File: src/rtl/interrupt_request_controller_pkg.sv
// Shared types and constants for the 6-line interrupt request controller.
// The FSM encoding and vector width are fixed to match the 6-to-3 encoder.
package interrupt_request_controller_pkg;

  localparam int N_IRQ = 6;
  localparam int VEC_W = 3;
  localparam logic [VEC_W-1:0] NO_VECTOR = 3'd0;

  typedef enum logic [1:0] {
    IDLE    = 2'd0,
    REQ     = 2'd1,
    SERVICE = 2'd2
  } irq_state_e;

  // Encoder code 1..N_IRQ maps to a one-hot line; 0 and 7 select no line.
  function automatic logic [N_IRQ-1:0] vec_to_onehot(input logic [VEC_W-1:0] v);
    logic [N_IRQ-1:0] r;
    r = '0;
    if ((v != NO_VECTOR) && (v <= VEC_W'(N_IRQ)))
      r = N_IRQ'(1) << (v - 3'd1);
    return r;
  endfunction

endpackage

File: src/rtl/interrupt_request_controller_if.sv
// Bus bundle between the interrupt controller, its IRQ sources, the encoder and the CPU.
// The slave modport is the controller's view; master is the environment's view.
interface interrupt_request_controller_if;
  import interrupt_request_controller_pkg::*;

  logic [N_IRQ-1:0] IRQ_in;
  logic             mask_we;
  logic [N_IRQ-1:0] mask_in;
  logic [N_IRQ-1:0] pend_out;
  logic [VEC_W-1:0] enc_in;
  logic             INTR;
  logic             INTA;
  logic             EOI;
  logic [VEC_W-1:0] vector_out;
  logic             in_service;

  modport slave (
    input  IRQ_in, mask_we, mask_in, enc_in, INTA, EOI,
    output pend_out, INTR, vector_out, in_service
  );

  modport master (
    output IRQ_in, mask_we, mask_in, enc_in, INTA, EOI,
    input  pend_out, INTR, vector_out, in_service
  );

endinterface

File: src/rtl/interrupt_request_controller_sync.sv
// Multi-flop synchroniser for the raw IRQ lines followed by a rising-edge detector.
// One instance handles the whole IRQ vector; rise is a single-cycle pulse per edge.
module irq_sync_edge #(
  parameter int N           = 6,
  parameter int SYNC_STAGES = 2
) (
  input  logic         clk,
  input  logic         reset,
  input  logic [N-1:0] async_in,
  output logic [N-1:0] rise
);

  logic [SYNC_STAGES-1:0][N-1:0] sync_reg;
  logic [N-1:0]                  prev_reg;

  always_ff @(posedge clk) begin
    if (reset) begin
      sync_reg <= '0;
      prev_reg <= '0;
    end else begin
      sync_reg <= {sync_reg[SYNC_STAGES-2:0], async_in};
      prev_reg <= sync_reg[SYNC_STAGES-1];
    end
  end

  assign rise = sync_reg[SYNC_STAGES-1] & ~prev_reg;

endmodule

File: src/rtl/interrupt_request_controller.sv
// Interrupt front end: synchronise and edge-detect IRQs, hold/mask pending requests,
// and run the INTR/INTA/EOI handshake with single-level in-service tracking.
module interrupt_request_controller
  import interrupt_request_controller_pkg::*;
#(
  parameter int SYNC_STAGES = 2
) (
  input  logic                           clk,
  input  logic                           reset,
  interrupt_request_controller_if.slave  bus
);

  logic [N_IRQ-1:0] rise;
  logic [N_IRQ-1:0] pending_reg, pending_next;
  logic [N_IRQ-1:0] mask_reg, mask_next;
  logic [N_IRQ-1:0] pend_out_reg;
  logic [N_IRQ-1:0] clear_vec;
  logic [VEC_W-1:0] vector_reg, vector_next;
  logic             in_service_reg, in_service_next;
  logic             accept;
  irq_state_e       state_reg, state_next;

  irq_sync_edge #(
    .N           (N_IRQ),
    .SYNC_STAGES (SYNC_STAGES)
  ) u_sync_edge (
    .clk      (clk),
    .reset    (reset),
    .async_in (bus.IRQ_in),
    .rise     (rise)
  );

  // enc_in is only trusted while pend_out is non-zero, so an INTA that
  // coincides with a fully withdrawn request is dropped rather than
  // delivering the encoder's stale code.
  always_comb begin
    state_next      = state_reg;
    vector_next     = vector_reg;
    in_service_next = in_service_reg;
    accept          = 1'b0;
    case (state_reg)
      IDLE: begin
        if (pend_out_reg != '0) state_next = REQ;
      end
      REQ: begin
        if (bus.INTA && (pend_out_reg != '0)) begin
          accept          = 1'b1;
          vector_next     = bus.enc_in;
          in_service_next = 1'b1;
          state_next      = SERVICE;
        end else if (pend_out_reg == '0) begin
          state_next = IDLE;
        end
      end
      SERVICE: begin
        if (bus.EOI) begin
          vector_next     = NO_VECTOR;
          in_service_next = 1'b0;
          state_next      = IDLE;
        end
      end
      default: state_next = IDLE;
    endcase

    // A fresh edge on the acknowledged line survives the clear.
    clear_vec    = accept ? vec_to_onehot(bus.enc_in) : '0;
    pending_next = (pending_reg & ~clear_vec) | rise;
    mask_next    = bus.mask_we ? bus.mask_in : mask_reg;
  end

  always_ff @(posedge clk) begin
    if (reset) begin
      state_reg      <= IDLE;
      pending_reg    <= '0;
      mask_reg       <= '0;
      pend_out_reg   <= '0;
      vector_reg     <= NO_VECTOR;
      in_service_reg <= 1'b0;
    end else begin
      state_reg      <= state_next;
      pending_reg    <= pending_next;
      mask_reg       <= mask_next;
      pend_out_reg   <= pending_next & ~mask_next;
      vector_reg     <= vector_next;
      in_service_reg <= in_service_next;
    end
  end

  assign bus.pend_out   = pend_out_reg;
  assign bus.INTR       = (state_reg == REQ);
  assign bus.vector_out = vector_reg;
  assign bus.in_service = in_service_reg;

endmodule
File: src/flat_wrapper.sv
// flat-port wrapper written by rule: the top's interface ports become plain ports
module interrupt_request_controller_flat import interrupt_request_controller_pkg::*;
#(
  parameter int SYNC_STAGES = 2
)
  (clk, reset, bus_IRQ_in, bus_mask_we, bus_mask_in, bus_enc_in, bus_INTA, bus_EOI, bus_pend_out, bus_INTR, bus_vector_out, bus_in_service);
  interrupt_request_controller_if bus_i ();
  input  logic clk;
  input  logic reset;
  input wire logic [$bits(bus_i.IRQ_in)-1:0] bus_IRQ_in;
  input wire logic [$bits(bus_i.mask_we)-1:0] bus_mask_we;
  input wire logic [$bits(bus_i.mask_in)-1:0] bus_mask_in;
  input wire logic [$bits(bus_i.enc_in)-1:0] bus_enc_in;
  input wire logic [$bits(bus_i.INTA)-1:0] bus_INTA;
  input wire logic [$bits(bus_i.EOI)-1:0] bus_EOI;
  output wire logic [$bits(bus_i.pend_out)-1:0] bus_pend_out;
  output wire logic [$bits(bus_i.INTR)-1:0] bus_INTR;
  output wire logic [$bits(bus_i.vector_out)-1:0] bus_vector_out;
  output wire logic [$bits(bus_i.in_service)-1:0] bus_in_service;
  assign bus_i.IRQ_in = bus_IRQ_in;
  assign bus_i.mask_we = bus_mask_we;
  assign bus_i.mask_in = bus_mask_in;
  assign bus_i.enc_in = bus_enc_in;
  assign bus_i.INTA = bus_INTA;
  assign bus_i.EOI = bus_EOI;
  assign bus_pend_out = bus_i.pend_out;
  assign bus_INTR = bus_i.INTR;
  assign bus_vector_out = bus_i.vector_out;
  assign bus_in_service = bus_i.in_service;
  interrupt_request_controller #(.SYNC_STAGES(SYNC_STAGES)) u_core (.clk(clk), .reset(reset), .bus(bus_i));
endmodule
File: config.mk
export PLATFORM = sky130hd
export DESIGN_NAME = interrupt_request_controller_flat
export DESIGN_NICKNAME = d
export VERILOG_FILES = /design/src/rtl/interrupt_request_controller_pkg.sv /design/src/rtl/interrupt_request_controller_if.sv /design/src/rtl/interrupt_request_controller_sync.sv /design/src/rtl/interrupt_request_controller.sv /design/src/flat_wrapper.sv
export SDC_FILE = /design/constraint.sdc
export NUM_CORES = 1
export LEC_CHECK = 0
export CORE_MARGIN = 4
export CORE_UTILIZATION = 35
export DETAILED_ROUTE_END_ITERATION = 7
export MAX_ROUTING_LAYER = met4
export PLACE_DENSITY = 0.66
export REMOVE_ABC_BUFFERS = 1
export SETUP_SLACK_MARGIN = 0.4
export SKIP_LAST_GASP = 1
export SLEW_MARGIN = 20
export SYNTH_ARGS = -nofsm -noshare
export SYNTH_HDL_FRONTEND = slang
export SYNTH_SLANG_ARGS = --single-unit
File: constraint.sdc
create_clock -name clk -period 1.66 [get_ports clk]
set_input_delay 0.332 -clock clk [delete_from_list [all_inputs] [get_ports clk]]
set_output_delay 0.332 -clock clk [all_outputs]
set_load 0.1 [all_outputs]
==> run summary, run 1 <==
aggregate global-route resource usage: 13.9%
die area: 0.00539 sq mm
cell count after synthesis: 145
Worst Path Required: 1.85 ns
Final HPWL DP: 2330 um
Die W: 73.4 um
commonest cells after routing, fill and taps aside: dfxtp_1, nor2b_1, clkdlybuf4s50_1
diode count: 0
chip height: 73.4 um
crit-path max FO: 3
H-tree Lvls: 2
design area: 0.00231 sq mm
Hold WC Path Type: register to register
RR Startpoint: u_core.bus.pend_out[1]
cell count after placement: 228
Layout Utilization: 57.0%
max_cap viols: 0
Clock power frac: 21.5%
peak supply drop: 0.524 mV
Final GP Congestion: 0.781
Internal: 1910 uW
fin crit share: 88.2%
FMAX: 683 MHz
PD cells: 1300 mW/mm^2
Max Slew Vio Count: 0
via density per instance: 4.85
Setup crit end kind: register
WHS Endpoint: u_core.u_sync_edge.sync_reg[10]
Worst Path Arrival: 1.65 ns
Nets: 213
Max Root-Sink Buffers: 2
ranking of synthesized cells by area: dfxtp_1, nor2b_1, mux2i_1
drc violations: 0
Yosys top cell area share: 56.1%
syn_area_per_cell: 10.3 sq um
clk_lat worst skew: 0.29 ns
clk slew on worst S/H paths: 0.08 ns
Initial DRT Pass Iterations: 4
DP Worst Slack: -0.0389 ns
clk sink count: 42
Root Driver: clkbuf_8
commonest non-fill, non-tap cell in the layout: dfxtp_1
Iter 0 DRT Violations: 41
Final ANT Viol Nets: 0
Yosys cell types: 24
Std-Cell Rows: 23
Synth Warn #: 0
final WL: 3390 um
Switching Share: 36.2%
mapped cell area: 0.00150 sq mm
Synth area leader: dfxtp_1
switching pwr: 1090 uW
port buffer count: 30
Hold Path Depth: 1
CTS tree: done
Worst-Margin Slew: 0.347 ns
max reg flops: 12
worst hold start: u_core.u_sync_edge.sync_reg[4]
Pleak: 0.000892 uW
TritonCTS buffer count: 5
I/O pin cnt: 31
layout cells sized above 1: 34.5%
post-route minimum period: 1.46 ns
first-pass GRT wire length: 5590 um
Rel. slew slack: 76.7%
vias in the first global route: 1256
area grow syn2layout: 54.3%
reg-to-reg slack, setup: 0.20 ns
largest net degree at the start of global routing: 18
final-report hold violation count: 0
Worst Skew: 0.00703 ns
setup slack after layout: 0.196 ns
Yosys reg bits: 42
RR Endpoint: u_core.bus.pend_out[0]
routed vias: 1184
Worst Setup Path Type: register to register
initial antenna violation count: 0
Reg power frac: 40.0%
unrepaired setup endpoints after global routing: yes
Initial Utilization: 36.9%
Final Setup Violations: 0
sequential area share after synthesis: 56.1%
Non-Filler Instances: 244
area post-placement: 0.00201 sq mm
status: finished, final reports clean
CP Launch Type: register
core area: 0.00406 sq mm
share of total power in combinational logic: 38.5%
Routed WL per cell: 13.9 um
grt ovf: 0
reg2reg path depth: 4
[worst max-delay path: stages (launching register included)]
cell and delay, ns:
dfxtp_4 0.36, nor4_4 0.39, buf_4 0.20, a21oi_4 0.06, a2111oi_4 0.34
[power groups by stage]
stage / Sequential (uW) / Combinational (uW) / Clock [uW]
6_report: 1200 / 1160 / 644
5_1_grt: 1220 / 1210 / 704
4_1_cts: 1210 / 1030 / 669
3_5_place_dp: 1220 / 948 / 0
3_3_place_gp: 1220 / 932 / 0
2_1_floorplan: 1470 / 302 / 0
[synth_stat cells]
library cell  number
mux2i_1            5
a21oi_1            3
nor4_1             1
a2111oi_2          1
a22oi_1            3
nand2b_1           4
inv_1              3
nor2b_1           29
a211oi_1           6
nand3_1            6
a21oi_2            1
o21ai_0            3
nand2_1            7
mux2_2             4
a211o_2            1
a31oi_1            3
dfxtp_1           42
or2_2              1
nand3b_1           4
clkbuf_1           4
nor4_4             1
nand4b_1           2
buf_2              1
nor2_1            10
[final cells by class]
class / instances / area [sq um]
Tap cell: 50 / 62.6
Clock inverter: 3 / 21.3
Clock buffer: 5 / 68.8
Sequential cell: 42 / 858
Multi-Input combinational cell: 95 / 747
Fill cell: 326 / 1740
Inverter: 3 / 11.3
Timing Repair Buffer: 46 / 544
[cell families after synthesis]
group / Yosys count / synth area share (%)
buffers and inverters: 8 / 2.09
AND/OR/NAND/NOR: 65 / 25.5
multiplexers: 9 / 6.34
flip-flops: 42 / 56.1
AO/OA/AOI/OAI: 21 / 10.0
[worst max path at each step]
stage / startpoint / to
floorplan: u_core.state_reg[0] / bus_INTR
global placement: bus_mask_we / u_core.bus.pend_out[1]
detailed placement: bus_mask_we / u_core.bus.pend_out[1]
CTS: u_core.bus.pend_out[2] / u_core.bus.pend_out[0]
global route: u_core.bus.pend_out[1] / u_core.pending_reg[0]
finish: u_core.bus.pend_out[1] / u_core.bus.pend_out[0]
[routing by layer]
metal	vias up	GRT usage, %	part of all wire (%)
met4	0	6.64	2.9
met3	9	4.65	5.0
met2	27	23.3	52
li1	592	-	-
met5	-	-	0
met1	556	14.6	40
[through the flow]
step | TNS, ns | total power (uW) | hold WS, ns
after floorplan | -2.16 | 1770 | 0.401
after global placement | 0 | 2150 | 0.417
after detailed placement | -0.0395 | 2170 | 0.422
after CTS | 0 | 2910 | 0.442
after global routing | 0 | 3140 | 0.462
final | 0 | 3000 | 0.440
[repair_timing]
item / 4_1_cts / 5_1_grt
gates resized for setup: 18 / 22
hold buffers: 0 / 0
buffers inserted: 4 / 4
pin swaps: 6 / 8
setup endpoints to repair: 22 / 19
Power figures use the tool's default switching activity.
==> run 2: changes to the inputs <==
--- a/config.mk
+++ b/config.mk
@@ -16,4 +16,5 @@
 export SLEW_MARGIN = 20
 export SYNTH_ARGS = -nofsm -noshare
 export SYNTH_HDL_FRONTEND = slang
+export SYNTH_HIERARCHICAL = 1
 export SYNTH_SLANG_ARGS = --single-unit
==> run summary, run 2 <==
Final GP Congestion: 0.826
Main synth FF type: dfxtp_1
share of total power in combinational logic: 18.9%
initial antenna violation count: 0
clk sink count: 42
delay-heaviest family, CP: simple AND/OR/NAND/NOR gates
Final Setup Violations: 0
ranking of synthesized cells by area: dfxtp_1, nor2b_1, mux2i_1
final WL: 3210 um
Iter 0 DRT Violations: 70
RR Endpoint: u_core/bus.pend_out[0]
Synth Warn #: 6
buffers plus inverters on the worst setup path: 0
port buffer count: 30
max_cap viols: 0
sequential area share after synthesis: 56.0%
Pleak: 0.000939 uW
CP Launch Type: register
I/O pin cnt: 31
Internal: 1570 uW
EDFF count, synth: 0
Root Driver: clkbuf_8
routed vias: 1132
asr flop ratio synth: 0%
RR Startpoint: u_core/u_sync_edge/sync_reg[6]
Initial DRT Pass Iterations: 4
syn_area_per_cell: 10.9 sq um
CTS tree: done
via density per instance: 4.76
CP max stage cell: or4b_4
final hold slack: 0.437 ns
grt ovf: 0
Worst Skew: 0.00593 ns
Synth area leader: dfxtp_1
Std-Cell Rows: 23
Hold WC Path Type: register to register
Non-Filler Instances: 238
Rel. slew slack: 79.3%
Worst-Margin Slew: 0.310 ns
H-tree Lvls: 2
unrepaired setup endpoints after global routing: yes
post-route minimum period: 1.37 ns
area grow syn2layout: 53.4%
Final ANT Viol Nets: 0
critical path cell sequence: nor2b_1 > or4b_4 > a211oi_4 > nor4b_2
most frequent cell after synthesis: dfxtp_1
Worst Path Required: 1.84 ns
final-report hold violation count: 0
PD cells: 920 mW/mm^2
critical path launch point: u_core/u_sync_edge/sync_reg[6]
switching pwr: 553 uW
TritonCTS buffer count: 5
Max Slew Vio Count: 0
Initial Utilization: 36.7%
Yosys reg bits: 42
clk_lat worst skew: 0.29 ns
die area: 0.00540 sq mm
Worst Setup Path Type: register to register
reg2reg path depth: 4
commonest cells after routing, fill and taps aside: dfxtp_1, nor2b_1, clkdlybuf4s50_1, buf_4, buf_12
aggregate global-route resource usage: 13.2%
crit path to: u_core/bus.pend_out[0]
cell count after synthesis: 138
max reg flops: 12
FMAX: 732 MHz
Yosys top cell area share: 56.0%
first-pass GRT wire length: 5160 um
Max Root-Sink Buffers: 2
crit-path max FO: 2
mapped cell area: 0.00150 sq mm
chip height: 73.5 um
drc violations: 0
status: finished, final reports clean
Final HPWL DP: 2410 um
Routed WL per cell: 13.5 um
largest net degree at the start of global routing: 21
Clock power frac: 30.0%
commonest non-fill, non-tap cell in the layout: dfxtp_1
Max stage delay on crit path: 0.49 ns
Nets: 209
peak supply drop: 0.597 mV
most instantiated cells after synthesis: dfxtp_1, nor2b_1, nor2_1, a21oi_1, mux2i_1
cell count after placement: 229
layout cells sized above 1: 34.0%
Switching Share: 26.1%
core area: 0.00409 sq mm
Worst Path Arrival: 1.54 ns
clk slew on worst S/H paths: 0.07 ns
Layout Utilization: 56.4%
Die W: 73.5 um
fin crit share: 82.3%
Setup crit end kind: register
reg-to-reg slack, setup: 0.29 ns
Yosys cell types: 27
Reg power frac: 51.1%
vias in the first global route: 1165
number of cells on the critical path: 4
diode count: 0
fill cell count: 346
## run 2: cell count changes after synthesis, sizes merged, moves of 4 or more
cell	delta
a21oi	+5
and2b	+7
mux2	-4
mux2i	+4
nor2b	-11
nor3	+4
nor4b	+5
## run 2: repair_timing
action | 4_1_cts | 5_1_grt
pin swaps | 2 | 2
hold endpoints to repair | 0 | 0
setup endpoints to repair | 20 | 18
resized for setup | 20 | 16
setup buffers | 2 | 1
hold buffers | 0 | 0
## run 2: final cells by class
cell class	count	area [sq um]	area share (%)
sequential	42	850	36.9
timing repair buffer	48	552	24.0
clock buffer	6	82.6	3.59
tap	50	62.6	2.72
inverter	1	3.75	0.163
multi-input combinational	91	753	32.7
## run 2: metrics by stage
stage / area, sq um / TNS (ns) / setup slack [ns] / power (uW)
after detailed placement: 2070 / -0.779 / -0.138 / 1460
after floorplan: 1480 / -1.32 / -0.378 / 1280
after CTS: 2220 / 0 / 0.245 / 2110
after global routing: 2300 / 0 / 0.245 / 2200
after global placement: 2070 / -0.402 / -0.0825 / 1450
final: 2300 / 0 / 0.294 / 2120
## run 2: worst min-delay path by stage
stage          cells past startpoint                         endpoint                      startpoint  slack [ns]
6_report                           1  u_core/u_sync_edge/sync_reg[10]  u_core/u_sync_edge/sync_reg[4]        0.44
3_5_place_dp                       1  u_core/u_sync_edge/sync_reg[10]  u_core/u_sync_edge/sync_reg[4]        0.42
4_1_cts                            1  u_core/u_sync_edge/sync_reg[10]  u_core/u_sync_edge/sync_reg[4]        0.44
2_1_floorplan                      1            u_core/bus.in_service                           reset        0.40
3_3_place_gp                       1   u_core/u_sync_edge/sync_reg[8]  u_core/u_sync_edge/sync_reg[2]        0.42
5_1_grt                            1  u_core/u_sync_edge/sync_reg[11]  u_core/u_sync_edge/sync_reg[5]        0.46
## run 2: cells by family (layout without fill, tap and decap cells)
| logic type | after synthesis | in the layout | synth area share, % |
|---|---|---|---|
| flip-flops | 42 | 42 | 56.0 |
| buffers and inverters | 5 | 55 | 1.50 |
| multiplexers | 9 | 9 | 6.00 |
| AND/OR/NAND/NOR | 63 | 63 | 27.8 |
| AO/OA/AOI/OAI | 19 | 19 | 8.67 |
## run 2: metal layers
layer  GRT usage [%]  vias up  wire, um
li1                -      571         -
met3            4.51        5       144
met5               -        -         0
met1            13.4      531      1280
met2            21.8       25      1730
met4            8.05        0        53
## run 2: power groups by stage
stage	combinational (uW)	clock (uW)	sequential, uW
floorplan	118	0	1160
detailed placement	354	0	1100
global route	426	688	1090
finish	401	635	1080
global placement	347	0	1100
CTS	377	655	1080
